$ cat config.mk
export PLATFORM = sky130hd
export DESIGN_NAME = pc_fetch_sequencer
export DESIGN_NICKNAME = d
export VERILOG_FILES = /design/src/rtl/pc_fetch_sequencer.sv
export SDC_FILE = /design/constraint.sdc
export NUM_CORES = 1
export LEC_CHECK = 0
export ABC_AREA = 1
export CORE_ASPECT_RATIO = 1.2
export CORE_MARGIN = 3
export CORE_UTILIZATION = 45
export CTS_BUF_LIST = sky130_fd_sc_hd__clkbuf_8
export CTS_CLUSTER_DIAMETER = 80
export DETAILED_ROUTE_END_ITERATION = 12
export PLACE_DENSITY_LB_ADDON = 0.15
export RECOVER_POWER = 100
export SYNTH_ARGS = -nofsm -noshare
export SYNTH_HDL_FRONTEND = slang
export SYNTH_SLANG_ARGS = --single-unit
$ cat constraint.sdc
create_clock -name clock -period 1.9 [get_ports clock]
set_input_delay 0.19 -clock clock [delete_from_list [all_inputs] [get_ports clock]]
set_output_delay 0.19 -clock clock [all_outputs]
set_load 0.02 [all_outputs]
$ cat src/rtl/pc_fetch_sequencer.sv
// Program counter owner and instruction fetch sequencer: issues imem req/ack
// fetches, latches the returned word and presents it to decode via valid/ready.
module pc_fetch_sequencer #(
    parameter int unsigned WIDTH    = 16,
    parameter int unsigned STEP     = 2,
    parameter int unsigned RESET_PC = 0
) (
    input  logic             clock,
    input  logic             reset_n,
    output logic             imem_req,
    output logic [WIDTH-1:0] imem_addr,
    input  logic             imem_ack,
    input  logic [WIDTH-1:0] imem_data,
    output logic [WIDTH-1:0] instr,
    output logic             instr_valid,
    input  logic             instr_ready,
    input  logic             stall,
    input  logic             redirect,
    input  logic [WIDTH-1:0] redirect_pc,
    output logic [WIDTH-1:0] pc,
    output logic [WIDTH-1:0] pc_plus
);

    typedef enum logic [1:0] {
        FETCH = 2'd0,
        HOLD  = 2'd1,
        FLUSH = 2'd2
    } state_e;

    state_e           state, state_d;
    logic [WIDTH-1:0] pc_q, pc_d;
    logic [WIDTH-1:0] instr_q, instr_d;
    logic [WIDTH-1:0] stale_q, stale_d;
    logic             valid_q, valid_d;

    // Next-state and datapath update; redirect outranks stall and acceptance.
    always_comb begin
        state_d = state;
        pc_d    = pc_q;
        instr_d = instr_q;
        stale_d = stale_q;
        unique case (state)
            FETCH: begin
                if (redirect) begin
                    pc_d = redirect_pc;
                    if (!imem_ack) begin
                        stale_d = pc_q;
                        state_d = FLUSH;
                    end
                end else if (imem_ack) begin
                    instr_d = imem_data;
                    state_d = HOLD;
                end
            end
            FLUSH: begin
                // Keep requesting the abandoned address until memory completes it.
                if (redirect) begin
                    pc_d = redirect_pc;
                end
                if (imem_ack) begin
                    state_d = FETCH;
                end
            end
            HOLD: begin
                if (redirect) begin
                    pc_d    = redirect_pc;
                    state_d = FETCH;
                end else if (!stall && instr_ready) begin
                    pc_d    = pc_q + WIDTH'(STEP);
                    state_d = FETCH;
                end
            end
            default: begin
                state_d = FETCH;
            end
        endcase
        valid_d = (state_d == HOLD);
    end

    // State and datapath registers.
    always_ff @(posedge clock or negedge reset_n) begin
        if (!reset_n) begin
            state   <= FETCH;
            pc_q    <= WIDTH'(RESET_PC);
            instr_q <= '0;
            stale_q <= '0;
            valid_q <= 1'b0;
        end else begin
            state   <= state_d;
            pc_q    <= pc_d;
            instr_q <= instr_d;
            stale_q <= stale_d;
            valid_q <= valid_d;
        end
    end

    // Request is masked while reset is held so nothing issues before release.
    assign imem_req    = reset_n && (state != HOLD);
    assign imem_addr   = (state == FLUSH) ? stale_q : pc_q;
    assign instr       = instr_q;
    assign instr_valid = valid_q;
    assign pc          = pc_q;
    assign pc_plus     = pc_q + WIDTH'(STEP);

endmodule

==> results of run 1 <==
==> how the worst min path moves through the flow <==
stage / from / end / slack, ns / cells past startpoint
after global placement: reset_n / stale_q[11]$_DFFE_PN0P_ / 0.41 / 2
final: reset_n / stale_q[8]$_DFFE_PN0P_ / 0.38 / 2
after global routing: imem_data[1] / instr[1]$_DFFE_PN0P_ / 0.47 / 2
after detailed placement: reset_n / stale_q[8]$_DFFE_PN0P_ / 0.41 / 2
after CTS: reset_n / instr[13]$_DFFE_PN0P_ / 0.08 / 2
after floorplan: reset_n / instr[0]$_DFFE_PN0P_ / -0.11 / 0
==> layer usage <==
metal  global-route usage  routed length [µm]
met1                0.260                2910
met2                0.359                3470
met3               0.0711                 601
met4               0.0876                 225
met5                    0                   0
==> sequential cells by signal (all words and copies together) (netlist names) <==
signal and cells:
instr 16, instr_valid 1, pc 16, stale_q 16, state 2
==> cells in the mapped netlist <==
cell / number / share of area
sky130_fd_sc_hd__nand2_4: 1 / 0.0042
sky130_fd_sc_hd__nor2_1: 50 / 0.071
sky130_fd_sc_hd__o21ai_0: 6 / 0.011
sky130_fd_sc_hd__inv_1: 27 / 0.038
sky130_fd_sc_hd__nand2_1: 98 / 0.14
sky130_fd_sc_hd__o21ai_2: 2 / 0.0066
sky130_fd_sc_hd__nand2_2: 1 / 0.0024
sky130_fd_sc_hd__o211ai_1: 1 / 0.0028
sky130_fd_sc_hd__nand3_1: 12 / 0.023
sky130_fd_sc_hd__a21boi_0: 1 / 0.0028
sky130_fd_sc_hd__clkbuf_1: 3 / 0.0042
sky130_fd_sc_hd__buf_2: 4 / 0.0075
sky130_fd_sc_hd__buf_6: 1 / 0.0042
sky130_fd_sc_hd__xor2_1: 6 / 0.020
sky130_fd_sc_hd__nor2_8: 1 / 0.0075
sky130_fd_sc_hd__nand3_2: 1 / 0.0038
sky130_fd_sc_hd__inv_2: 4 / 0.0057
sky130_fd_sc_hd__o21ai_1: 17 / 0.032
sky130_fd_sc_hd__nand4_1: 6 / 0.014
sky130_fd_sc_hd__o21bai_1: 1 / 0.0028
sky130_fd_sc_hd__dfrtp_1: 51 / 0.48
sky130_fd_sc_hd__ha_1: 1 / 0.0047
sky130_fd_sc_hd__buf_4: 3 / 0.0085
sky130_fd_sc_hd__buf_1: 1 / 0.0014
sky130_fd_sc_hd__a21oi_1: 16 / 0.030
sky130_fd_sc_hd__mux2_2: 8 / 0.034
sky130_fd_sc_hd__mux2_1: 8 / 0.034
sky130_fd_sc_hd__nor2_2: 1 / 0.0024
sky130_fd_sc_hd__o31ai_1: 1 / 0.0028
==> where the power goes <==
part | switching, mW | internal (mW)
clock network | 0.348 | 0.381
logic | 1.44 | 1.13
registers | 0.251 | 1.42
total | 2.04 | 2.93
==> per-stage QoR <==
stage	area [µm²]	setup slack [ns]	power [mW]
floorplan	2660	0.316	3.00
global placement	3860	-0.0369	4.26
detailed placement	3860	-0.0715	4.31
CTS	4020	-0.0347	4.99
global route	4020	-0.115	5.30
finish	4020	-0.0108	4.97
==> logic make-up (layout without fill, tap and decap cells) <==
kind of cell | Yosys count | in the layout | synth area share
simple gates | 171 | 171 | 0.266
flops | 51 | 51 | 0.480
compound gates | 45 | 45 | 0.0914
buf+inv | 43 | 165 | 0.0697
mux | 16 | 16 | 0.0678
xor+xnor | 6 | 6 | 0.0198
fa+ha+maj | 1 | 1 | 0.00471
==> cells in the final DEF, fill, tap and decap left out, types with 4 or more instances in the layout <==
cell                              synthesis  routed
sky130_fd_sc_hd__nor2_1                  50      45
sky130_fd_sc_hd__clkdlybuf4s50_1          0      71
sky130_fd_sc_hd__inv_1                   27      28
sky130_fd_sc_hd__buf_4                    3      22
sky130_fd_sc_hd__clkbuf_8                 0       5
sky130_fd_sc_hd__o21ai_0                  6      13
sky130_fd_sc_hd__dlygate4sd2_1            0      17
sky130_fd_sc_hd__clkbuf_2                 0       9
sky130_fd_sc_hd__mux2_1                   8       8
sky130_fd_sc_hd__mux2_2                   8       8
sky130_fd_sc_hd__nand2_1                 98      96
sky130_fd_sc_hd__inv_2                    4       4
sky130_fd_sc_hd__nand3_1                 12      11
sky130_fd_sc_hd__o21ai_1                 17      10
sky130_fd_sc_hd__nand4_1                  6       6
sky130_fd_sc_hd__a21oi_1                 16      16
sky130_fd_sc_hd__dfrtp_1                 51      50
sky130_fd_sc_hd__nor2_4                   0       6
==> what timing repair did <==
| item | 4_1_cts | 5_1_grt |
|---|---|---|
| setup buffers | 6 | 0 |
| setup endpoints to repair | 29 | 17 |
| gates cloned | 0 | 0 |
| pin swaps | 4 | 6 |
| resized for setup | 53 | 29 |
==> worst register-to-register path, stage by stage (launching register included) <==
cell	delay, ns
sky130_fd_sc_hd__dfrtp_1	0.43
sky130_fd_sc_hd__ha_4	0.19
sky130_fd_sc_hd__nand3_2	0.10
sky130_fd_sc_hd__nor2_4	0.05
sky130_fd_sc_hd__xor2_2	0.18
sky130_fd_sc_hd__buf_4	0.15
sky130_fd_sc_hd__buf_4	0.12
sky130_fd_sc_hd__buf_4	0.12
sky130_fd_sc_hd__buf_4	0.12
sky130_fd_sc_hd__buf_4	0.12
sky130_fd_sc_hd__buf_4	0.12
sky130_fd_sc_hd__nand2_2	0.05
sky130_fd_sc_hd__nand2_1	0.06
sky130_fd_sc_hd__nand2_1	0.06
==> layout make-up <==
| type | count | area [µm²] |
|---|---|---|
| Tap cell | 80 | 100 |
| Inverter | 31 | 116 |
| Clock buffer | 5 | 68.8 |
| Fill cell | 461 | 1640 |
| Clock inverter | 2 | 33.8 |
| Sequential cell | 51 | 1280 |
| Timing Repair Buffer | 127 | 1140 |
| Multi-Input combinational cell | 239 | 1280 |
==> impl_metrics.sql, run 1 <==
INSERT INTO impl_metrics (metric_group, metric, value, unit) VALUES
('timing', 'tightestPinTransition', '1.28', 'ns'),
('worst_setup_path', 'maximum_net_fanout_on_the_critical_path', '3', ''),
('die', 'die_area', '6860', 'µm²'),
('worst_setup_path', 'worst_setup_path_start_kind', 'register', ''),
('final_layout', 'end_of_flow_core_utilization', '0.710', ''),
('worst_setup_path', 'crit_buf_inv', '6', ''),
('worst_setup_path', 'worst-endpoint-arrival', '2.15', 'ns'),
('die', 'die_height', '90.2', 'µm'),
('worst_setup_path', 'endpoint_kind', 'register', ''),
('timing', 'setup_total_negative_slack', '-0.0108', 'ns'),
('worst_setup_path', 'worst-path-stages', '13', ''),
('worst_setup_path', 'cp_data_required_time', '2.14', 'ns'),
('grt', 'grt_pass1_vias', '2595', ''),
('cts', 'cts.sink_count', '51', ''),
('worst_setup_path', 'cp_cell_sequence', 'ha_4 > nand3_2 > nor2_4 > xor2_2 > buf_4 > buf_4 > buf_4 > buf_4 > buf_4 > buf_4 > nand2_2 > nand2_1 > nand2_1', ''),
('run_status', 'status', 'finished, violations left', ''),
('route', 'drt.antenna.violating_nets', '0', ''),
('cts', 'ctsRootBufferMaster', 'sky130_fd_sc_hd__clkbuf_8', ''),
('final_layout', 'post_route_cells_drive_above_1_share', '0.163', ''),
('yosys', 'netlist_instances', '333', ''),
('timing', 'timing.final.setup_violations', '1', ''),
('worst_setup_path', 'slowest_cp_cell', 'sky130_fd_sc_hd__dfrtp_1', ''),
('worst_setup_path', 'criticalPathCategory', 'reg -> reg', ''),
('die', 'boundaryPins', '104', ''),
('route', 'avgViaCountPerCell', '4.90', ''),
('route', 'drt-pass1-iter-count', '4', ''),
('yosys', 'mappedNetlistArea', '2660', 'µm²'),
('timing', 'fin_worst_skew', '0.00454', 'ns'),
('worst_hold_path', 'timing.hold.worst.class', 'in -> async', ''),
('worst_setup_path', 'regToRegEndpoint', 'pc[7]$_DFFE_PN0P_', ''),
('yosys', 'yosys_register_bits', '51', ''),
('yosys', 'yosys.cell_types.count', '29', ''),
('timing', 'fin_crit_sh', '1.01', ''),
('route', 'routed-via-count', '2623', ''),
('worst_setup_path', 'crit_top_cell', 'sky130_fd_sc_hd__buf_4', ''),
('job', 'timing.max_cap.violations', '0', ''),
('cts', 'holdBufCountCts', '0', ''),
('power', 'peakVddDrop', '0.736', 'mV'),
('place', 'placed_cells', '522', ''),
('cts', 'clkSlewWorstSetupHoldPaths', '0.09', 'ns'),
('worst_setup_path', 'critical_path.endpoint', 'pc[7]$_DFFE_PN0P_', ''),
('die', 'floorplan.initialDensity', '0.469', ''),
('final_layout', 'nNetsFinal', '494', ''),
('run_status', 'failing_checks', 'setup timing', ''),
('worst_setup_path', 'cpLargestDelayFamily', 'buffers and inverters', ''),
('timing', 'rsz0062_at_grt', 'yes', ''),
('die', 'row_count', '30', ''),
('route', 'wl', '7200', 'µm'),
('cts', 'cts_max_path_buffers', '2', ''),
('yosys', 'syn-mean-instance-area', '7.98', 'µm²'),
('grt', 'initial_antenna_violation_count', '0', ''),
('grt', 'grt-ovfl-total', '0', ''),
('final_layout', 'syn2layout_area_growth', '51.5', '%'),
('route', 'drc_errors', '0', ''),
('worst_setup_path', 'r2r_start', 'pc[1]$_DFFE_PN0P_', ''),
('cts', 'numCtsBuffers', '5', ''),
('grt', 'grt_start_max_net_pins', '52', ''),
('timing', 'holdWs', '0.381', 'ns'),
('grt', 'global_route.usage.total', '0.217', ''),
('worst_setup_path', 'slowest_delay', '0.43', 'ns'),
('timing', 'drv_slew', '0', ''),
('die', 'placeableCoreArea', '5670', 'µm²'),
('worst_setup_path', 'r2r.worst_path.cells', '13', ''),
('yosys', 'ys_seq_area_frac', '0.480', ''),
('timing', 'final_critical_path_setup_slack', '-0.0108', 'ns'),
('timing', 'fmax', '523', 'MHz'),
('timing', 'max-slew-margin-rel', '0.146', ''),
('worst_setup_path', 'startpoint', 'pc[1]$_DFFE_PN0P_', ''),
('cts', 'htree_levels', '2', ''),
('final_layout', 'diodes', '0', ''),
('timing', 'period_needed', '1.91', 'ns');
(Power assumes the default switching activity.)
==> inputs of run 2 (changes only) <==
Settings changed: CORE_UTILIZATION 45 to 41.
Clock period 1.9 ns to 1.7 ns, I/O delays scaled along.
==> run 2 against run 1 <==
Net effect: the run still ends with setup timing left; first-iteration DRC count grew 6.3%; sequential cell count is the same; power grew 19%; clock skew grew 0.010 ns; cell count grew 5.2%; critical path type is now reg -> out; wire length grew 12%; highest routed layer unchanged; largest power group unchanged.
==> impl_metrics.sql, run 2 (synthesized netlist as in run 1, its figures left out) <==
INSERT INTO impl_metrics (metric_group, metric, value, unit) VALUES
('job', 'timing.max_cap.violations', '0', ''),
('die', 'row_count', '31', ''),
('die', 'die_height', '94.2', 'µm'),
('grt', 'grt_use_met3', '0.0518', ''),
('cts', 'ctsRootBufferMaster', 'sky130_fd_sc_hd__clkbuf_8', ''),
('grt', 'grt-ovfl-total', '0', ''),
('final_layout', 'syn2layout_area_growth', '61.7', '%'),
('timing', 'max-slew-margin-rel', '0.166', ''),
('timing', 'fin_worst_skew', '0.0147', 'ns'),
('grt', 'initial_antenna_violation_count', '0', ''),
('timing', 'period_needed', '1.86', 'ns'),
('grt', 'grt_pass1_vias', '2710', ''),
('grt', 'globalRoute.busiestLayer', 'met2', ''),
('grt', 'grtUsageMet1', '0.253', ''),
('final_layout', 'final_cells', '563', ''),
('place', 'place_hpwl', '5620', 'µm'),
('timing', 'tightestPinTransition', '1.25', 'ns'),
('power', 'share_comb_of_total_power', '0.544', ''),
('worst_setup_path', 'critical_path.endpoint', 'pc_plus[9]', ''),
('worst_setup_path', 'worst_setup_path_start_kind', 'register', ''),
('worst_setup_path', 'worst-endpoint-arrival', '1.69', 'ns'),
('grt', 'global_route.usage.total', '0.210', ''),
('final_layout', 'register_area', '1280', 'µm²'),
('timing', 'rsz0062_at_grt', 'yes', ''),
('die', 'die_x_extent', '79.5', 'µm'),
('final_layout', 'end_of_flow_core_utilization', '0.696', ''),
('route', 'drt.antenna.violating_nets', '0', ''),
('timing', 'fmax', '538', 'MHz'),
('cts', 'cts.sink_count', '51', ''),
('timing', 'drv_slew', '0', ''),
('cts', 'cts_tree', 'yes', ''),
('power', 'clock_power_share', '0.142', ''),
('place', 'placed_cells', '541', ''),
('grt', 'met2_usage', '0.352', ''),
('cts', 'holdBufCountCts', '0', ''),
('final_layout', 'final_common_cell', 'sky130_fd_sc_hd__nand2_1', ''),
('cts', 'cts_max_path_buffers', '2', ''),
('run_status', 'failing_checks', 'setup timing', ''),
('worst_setup_path', 'endpoint_kind', 'output pin', ''),
('route', 'drt-pass1-iter-count', '5', ''),
('worst_setup_path', 'cp_data_required_time', '1.53', 'ns'),
('power', 'seq_power_share', '0.314', ''),
('timing', 'finalHoldViolCount', '0', ''),
('final_layout', 'post_route_cells_drive_above_1_share', '0.270', ''),
('power', 'power_switching', '2.43', 'mW'),
('cts', 'numCtsBuffers', '5', ''),
('power', 'p_leak', '2.11', 'nW'),
('worst_setup_path', 'maximum_net_fanout_on_the_critical_path', '4', ''),
('final_layout', 'n_fill_cell', '466', ''),
('cts', 'htree_levels', '2', ''),
('worst_setup_path', 'r2r.worst_path.cells', '13', ''),
('place', 'finalWeightedCongestion', '0.946', ''),
('worst_hold_path', 'timing.hold.worst.class', 'in -> async', ''),
('final_layout', 'multi_input_gate_area', '1350', 'µm²'),
('route', 'routed_wire_length_per_instance', '14.4', 'µm'),
('timing', 'holdWs', '0.328', 'ns'),
('cts', 'clock_insertion_delay_worst_skew', '0.31', 'ns'),
('die', 'placeableCoreArea', '6170', 'µm²'),
('die', 'die_area', '7480', 'µm²'),
('timing', 'final_critical_path_setup_slack', '-0.160', 'ns'),
('worst_setup_path', 'startpoint', 'pc[2]$_DFFE_PN0P_', ''),
('final_layout', 'mostFrequentLayoutCells', 'sky130_fd_sc_hd__nand2_1, sky130_fd_sc_hd__clkdlybuf4s50_1, sky130_fd_sc_hd__dfrtp_1', ''),
('final_layout', 'diodes', '0', ''),
('timing', 'timing.final.setup_violations', '12', ''),
('power', 'peakVddDrop', '0.757', 'mV'),
('worst_setup_path', 'criticalPathCategory', 'reg -> out', ''),
('run_status', 'status', 'finished, violations left', ''),
('worst_setup_path', 'reg2reg_setup_slack', '0', 'ns'),
('worst_setup_path', 'regToRegEndpoint', 'pc[10]$_DFFE_PN0P_', ''),
('power', 'power_per_cell_area', '1370', 'nW/µm²'),
('power', 'totalPowerFinal', '5.90', 'mW'),
('place', 'placement.io_buffers', '103', ''),
('grt', 'grt_start_max_net_pins', '52', ''),
('route', 'drc_errors', '0', ''),
('route', 'routed-via-count', '2781', ''),
('die', 'boundaryPins', '104', ''),
('route', 'drt-initial-drc-count', '168', ''),
('cts', 'clkSlewWorstSetupHoldPaths', '0.10', 'ns'),
('timing', 'fin_crit_sh', '1.09', ''),
('grt', 'global_route_wire_length_before_repair', '12400', 'µm'),
('power', 'power.internal', '3.47', 'mW'),
('timing', 'setup_total_negative_slack', '-0.915', 'ns'),
('route', 'avgViaCountPerCell', '4.94', ''),
('power', 'power.share.switching', '0.411', ''),
('route', 'wl', '8100', 'µm'),
('worst_setup_path', 'r2r_start', 'pc[5]$_DFFE_PN0P_', ''),
('final_layout', 'nNetsFinal', '520', ''),
('die', 'floorplan.initialDensity', '0.431', '');
## run 2: cell count changes in the layout (fill, tap and decap cells not counted), moves of 4 or more
cell                              before  now
sky130_fd_sc_hd__nand2_1              96   90
sky130_fd_sc_hd__buf_4                22   41
sky130_fd_sc_hd__buf_6                 0   13
sky130_fd_sc_hd__dlygate4sd2_1        17    3
sky130_fd_sc_hd__clkbuf_2              9   17
sky130_fd_sc_hd__o21ai_0              13   17
sky130_fd_sc_hd__nand2_2               3    7
sky130_fd_sc_hd__clkdlybuf4s50_1      71   67
sky130_fd_sc_hd__nand3_1              11    7
sky130_fd_sc_hd__o21ai_1              10    6
## run 2: worst min-delay path by stage
| stage | start | end | slack (ns) | depth (start not counted) |
|---|---|---|---|---|
| after CTS | reset_n | stale_q[4]$_DFFE_PN0P_ | 0.05 | 2 |
| final | reset_n | stale_q[1]$_DFFE_PN0P_ | 0.33 | 2 |
| after global routing | reset_n | stale_q[4]$_DFFE_PN0P_ | 0.44 | 2 |
| after detailed placement | reset_n | stale_q[4]$_DFFE_PN0P_ | 0.39 | 2 |
| after floorplan | reset_n | instr[0]$_DFFE_PN0P_ | -0.13 | 0 |
| after global placement | reset_n | stale_q[3]$_DFFE_PN0P_ | 0.39 | 2 |
## run 2: what timing repair did
item                                    CTS  global route
pin swaps                                 7            18
endpoints found under the setup margin   32            36
buffers inserted                         10             9
resized for setup                       100            69
## run 2: metal layers
layer,up-vias,share of wire
li1,1346,-
met5,-,0
met2,88,0.52
met1,1329,0.39
met3,18,0.065
met4,0,0.026
## run 2: power groups by stage
stage	combinational (mW)	sequential [mW]	clock (mW)
3_5_place_dp	3.13	1.85	0
5_1_grt	3.46	1.89	0.906
2_1_floorplan	1.21	2.14	0
4_1_cts	3.11	1.82	0.856
3_3_place_gp	3.09	1.83	0
6_report	3.21	1.85	0.837
## run 2: per-stage QoR
| stage | instance area [µm²] | setup slack (ns) |
|---|---|---|
| 6_report | 4300 | -0.160 |
| 2_1_floorplan | 2660 | 0.136 |
| 4_1_cts | 4200 | -0.191 |
| 3_3_place_gp | 4020 | -0.176 |
| 5_1_grt | 4300 | -0.256 |
| 3_5_place_dp | 4020 | -0.186 |
## run 2: final cells by class
type / count / share of cell area
clock inverters: 2 / 0.00874
well taps: 82 / 0.0239
multi-input cells: 239 / 0.315
inverters: 31 / 0.0271
repair buffers: 153 / 0.312
flip-flops and latches: 51 / 0.297
clock buffers: 5 / 0.0160
## run 2: worst max-delay path, stage by stage (launching register included)
cell	delay, ns
sky130_fd_sc_hd__dfrtp_1	0.38
sky130_fd_sc_hd__buf_6	0.11
sky130_fd_sc_hd__ha_4	0.15
sky130_fd_sc_hd__nand2_4	0.06
sky130_fd_sc_hd__nor2_4	0.11
sky130_fd_sc_hd__buf_6	0.12
sky130_fd_sc_hd__nand2_4	0.05
sky130_fd_sc_hd__xor2_1	0.20
sky130_fd_sc_hd__inv_1	0.07
sky130_fd_sc_hd__buf_6	0.13
